==> src/rtl/shift_add_mult_ctrl.sv <==
// Sequential unsigned shift-and-add multiplier controller driving one external
// DATA_WIDTH-bit adder; one product every DATA_WIDTH+2 cycles with a free-running sink.
module shift_add_mult_ctrl #(
  parameter int unsigned DATA_WIDTH = 32
) (
  input  logic                    clk,
  input  logic                    rst,
  input  logic                    in_valid,
  output logic                    in_ready,
  input  logic [DATA_WIDTH-1:0]   op_a,
  input  logic [DATA_WIDTH-1:0]   op_b,
  output logic                    out_valid,
  input  logic                    out_ready,
  output logic [2*DATA_WIDTH-1:0] product,
  output logic [DATA_WIDTH-1:0]   add_a,
  output logic [DATA_WIDTH-1:0]   add_b,
  input  logic [DATA_WIDTH-1:0]   add_sum,
  input  logic                    add_co
);

  localparam int unsigned CntW = $clog2(DATA_WIDTH) + 1;

  typedef enum logic [1:0] {StIdle, StRun, StDone} state_e;

  state_e                  state_q, state_d;
  logic [DATA_WIDTH-1:0]   mcand_q, mcand_d;
  logic [2*DATA_WIDTH-1:0] p_q, p_d;
  logic [CntW-1:0]         cnt_q, cnt_d;

  always_ff @(posedge clk or posedge rst) begin
    if (rst) begin
      state_q <= StIdle;
      mcand_q <= '0;
      p_q     <= '0;
      cnt_q   <= '0;
    end else begin
      state_q <= state_d;
      mcand_q <= mcand_d;
      p_q     <= p_d;
      cnt_q   <= cnt_d;
    end
  end

  always_comb begin
    state_d   = state_q;
    mcand_d   = mcand_q;
    p_d       = p_q;
    cnt_d     = cnt_q;
    in_ready  = 1'b0;
    out_valid = 1'b0;
    product   = '0;
    add_a     = '0;
    add_b     = '0;

    unique case (state_q)
      StIdle: begin
        in_ready = 1'b1;
        if (in_valid) begin
          mcand_d = op_a;
          p_d     = {{DATA_WIDTH{1'b0}}, op_b};
          cnt_d   = '0;
          state_d = StRun;
        end
      end

      StRun: begin
        // A zero multiplier bit adds exactly 0, so one update rule covers both cases.
        add_a   = p_q[2*DATA_WIDTH-1:DATA_WIDTH];
        add_b   = p_q[0] ? mcand_q : '0;
        p_d     = {add_co, add_sum, p_q[DATA_WIDTH-1:1]};
        cnt_d   = cnt_q + CntW'(1);
        if (cnt_q == CntW'(DATA_WIDTH - 1)) begin
          state_d = StDone;
        end
      end

      StDone: begin
        out_valid = 1'b1;
        product   = p_q;
        if (out_ready) begin
          state_d = StIdle;
        end
      end

      default: state_d = StIdle;
    endcase
  end

endmodule

==> config.mk <==
export PLATFORM = sky130hd
export DESIGN_NAME = shift_add_mult_ctrl
export DESIGN_NICKNAME = d
export VERILOG_FILES = /design/src/rtl/shift_add_mult_ctrl.sv
export SDC_FILE = /design/constraint.sdc
export NUM_CORES = 1
export LEC_CHECK = 0
export CAP_MARGIN = 20
export CELL_PAD_IN_SITES_DETAIL_PLACEMENT = 1
export CELL_PAD_IN_SITES_GLOBAL_PLACEMENT = 2
export CORE_MARGIN = 8
export CORE_UTILIZATION = 24
export CTS_CLUSTER_SIZE = 8
export DETAILED_ROUTE_END_ITERATION = 16
export PLACE_DENSITY = 0.78
export RECOVER_POWER = 100
export SLEW_MARGIN = 5
export SYNTH_ARGS = -nofsm -noshare
export SYNTH_HDL_FRONTEND = slang
export SYNTH_SLANG_ARGS = --single-unit
==> constraint.sdc <==
create_clock -name clk -period 4.75 [get_ports clk]
set_input_delay 0.95 -clock clk [delete_from_list [all_inputs] [get_ports clk]]
set_output_delay 0.95 -clock clk [all_outputs]
set_load 0.005 [all_outputs]
==> results_dict.tcl <==
set metrics [dict create \
    dieWidth_um 165.1 \
    clkTransAtPathRegs_ps 70 \
    insertedDiodeCount 0 \
    vias 4757 \
    syn_inst 571 \
    ys.flop_type "dfrtp_1" \
    grt_pass1_wl_mm 29.17 \
    grt_pass1_vias 5135 \
    ys.warnings.count 0 \
    hold_path.class "reg -> reg" \
    p_clk_share_pct 20.4 \
    power_switching_mw 1.340 \
    gp_routability_congestion 0.6940 \
    cp_max_fo 101 \
    finalSetupViolCount 0 \
    postCtsHoldBufs 0 \
    initial_utilization_pct 24.44 \
    stdcell_count 1059 \
    cp_cell_sequence "buf_4 -> nor2b_1 -> clkbuf_4 -> and3_1 -> dlygate4sd3_1" \
    critical_path_required_ps 3800 \
    pin_count 231 \
    yosysSeqAreaShare_pct 48.79 \
    yosys.cell_types.count 32 \
    timing.final.crit_period_ps 3992 \
    synth.most_common_cell "dfrtp_1" \
    place_inst 1042 \
    avgSynthCellArea_um2 9.341 \
    crit_path_start_kind "flip-flop" \
    failed_checks "capacitance limit, slew limit" \
    peakVddDrop_mv 0.1629 \
    dp_hpwl_mm 12.90 \
    layout_setup_ws_ps 757.5 \
    skew_ps 8.301 \
    totalWireLength_mm 18.40 \
    path_delay_family "buffers and inverters" \
    rsz0062_at_grt "no" \
    async_reset_ff_share_pct 100.0 \
    synth-edff-count 0 \
    cts_tree "built" \
    powerDensity_nw_per_um2 487.6 \
    vias_per_cell 4.492 \
    final_layout_size_suffix_gt1_share_pct 5.648 \
    port_buffers 230 \
    antenna_found_initial 0 \
    slew_headroom_pct -43.37 \
    cts-htree-levels 3 \
    grt_start_max_net_pins 102 \
    postCtsSetupBuffers 0 \
    cap_violations 2 \
    clk_latency_ps 340 \
    die_h_um 165.1 \
    period_share_pct 84.05 \
    track_usage_pct 13.53 \
    internal_power_mw 2.638 \
    post_cts_resize_count 0 \
    power_leakage_nw 3.658 \
    cts_buffers 9 \
    cts.sinks 104 \
    cts_root_buf "clkbuf_16" \
    synth_top_area_share_pct 48.79 \
    fmax_mhz 250.5 \
    critical-path-max-stage-delay_ps 740 \
    pwr-share-comb_pct 39.7 \
    syn_to_final_growth_pct 52.94 \
    final.setup.tns_ps 0 \
    synth_top_area_cell "dfrtp_1" \
    ys_top_cells_by_count "104 x dfrtp_1, 102 x nand2_1, 96 x and2_1" \
    grt_overflow 0 \
    place_ws_ps 1574 \
    core_area_um2 21820 \
    endpoint_kind "output port" \
    wl_per_cell_um 17.37 \
    drt_iter0_drc 152 \
    num_rows 54 \
    drc_errors 0 \
    ys_seq_elements 104 \
    drv_slew 83 \
    syn_nets 673 \
    final_net_count 876 \
    ant_nets 0 \
    status "finished with violations" \
    crit_arrival_ps 3040 \
    worst_pin_slew_ps 2139 \
    swShare_pct 33.68 \
    finalHoldViolCount 0 \
    synthTopCellsByArea "dfrtp_1 49%, and2_1 11%, nand2_1 7.2%" \
    dieArea_um2 27250 \
    hold_slack_ps 477.2 \
    p_seq_share_pct 39.8 \
    worstSetupPathType "reg -> out" \
    drt_pass1_iterations 4 \
    slowest_stage "clkbuf_4" \
    syn-cell-area_um2 5334 \
    p_total_mw 3.977 \
    cts_max_path_buffers 2 \
    path_buf_inv 3 \
    nFillCells 2502 \
]
final timing paths:
kind                       startpoint         end  slack [ps]  cells past startpoint
setup / recovery           state_q[0]   add_b[24]         760                      5
hold / removal             mcand_q[1]  mcand_q[1]         480                      1
setup reg to reg           state_q[0]    cnt_q[2]        2100                      5
hold reg to reg            mcand_q[1]  mcand_q[1]         480                      1
max in group asynchronous         rst  state_q[0]        1450                      3
min in group asynchronous         rst  mcand_q[2]        1620                      2
layout by cell type (no fill, tap or decap), types with 2 or more instances in the layout:
| cell | n |
|---|---|
| nand2b_1 | 4 |
| clkbuf_2 | 2 |
| clkbuf_1 | 3 |
| nand2_1 | 102 |
| clkbuf_16 | 9 |
| dfrtp_1 | 103 |
| buf_4 | 5 |
| o21ai_0 | 68 |
| mux2_2 | 17 |
| and3_1 | 32 |
| bufinv_16 | 2 |
| clkdlybuf4s50_1 | 157 |
| mux2_1 | 15 |
| and2_1 | 60 |
| and2_0 | 36 |
| nand3_1 | 2 |
| dlygate4sd3_1 | 73 |
| clkinvlp_4 | 2 |
| a21oi_1 | 34 |
| nor3b_1 | 2 |
| and3b_1 | 32 |
layer usage:
metal	global-route usage (%)	up-vias	wire length [um]
met3	5.206	12	1715
met4	3.849	0	228
li1	-	2309	-
met5	0	-	0
met2	21.26	147	8325
met1	16.99	2289	8128
final cells by class:
| cell class | instances | area [um2] | share of cell area, % |
|---|---|---|---|
| tap | 280 | 350.3 | 4.294 |
| inverter | 1 | 5.005 | 0.06135 |
| timing repair buffer | 241 | 2392 | 29.33 |
| clock inverter | 5 | 80.08 | 0.9816 |
| clock buffer | 11 | 242.7 | 2.975 |
| multi-input combinational | 417 | 2484 | 30.44 |
| sequential | 104 | 2604 | 31.92 |
kinds of logic (layout without fill, tap and decap cells):
| kind of cell | count (synthesis) | count (layout) | synth area share [%] |
|---|---|---|---|
| buffers and inverters | 50 | 258 | 4.433 |
| adders and majority gates | 1 | 1 | 0.2345 |
| DFF | 104 | 104 | 48.79 |
| AOI/OAI and AO/OA | 107 | 107 | 10.30 |
| muxes | 33 | 33 | 6.943 |
| and+or+nand+nor | 275 | 275 | 29.13 |
| xor gates and xnor gates | 1 | 1 | 0.1642 |
metrics by stage:
| stage | utilization (%) | instance area, um2 |
|---|---|---|
| 6_report | 37.38 | 8158 |
| 5_1_grt | 37.38 | 8158 |
| 4_1_cts | 37.47 | 8177 |
| 3_5_place_dp | 35.99 | 7854 |
| 3_3_place_gp | 35.99 | 7854 |
| 2_1_floorplan | - | 5334 |
flip-flops by register name (all words and copies together), names as in the netlist:
name	cells
mcand_q	32
cnt_q	6
state_q	2
p_q	64
power groups by stage:
stage / Clock (mW) / Combinational (mW) / Sequential (mW)
after floorplan: 0 / 0.962 / 1.46
after global placement: 0 / 1.67 / 1.60
after detailed placement: 0 / 1.71 / 1.60
after CTS: 0.849 / 1.72 / 1.59
after global routing: 0.878 / 1.80 / 1.65
final: 0.812 / 1.58 / 1.58
(Power assumes the default switching activity.)
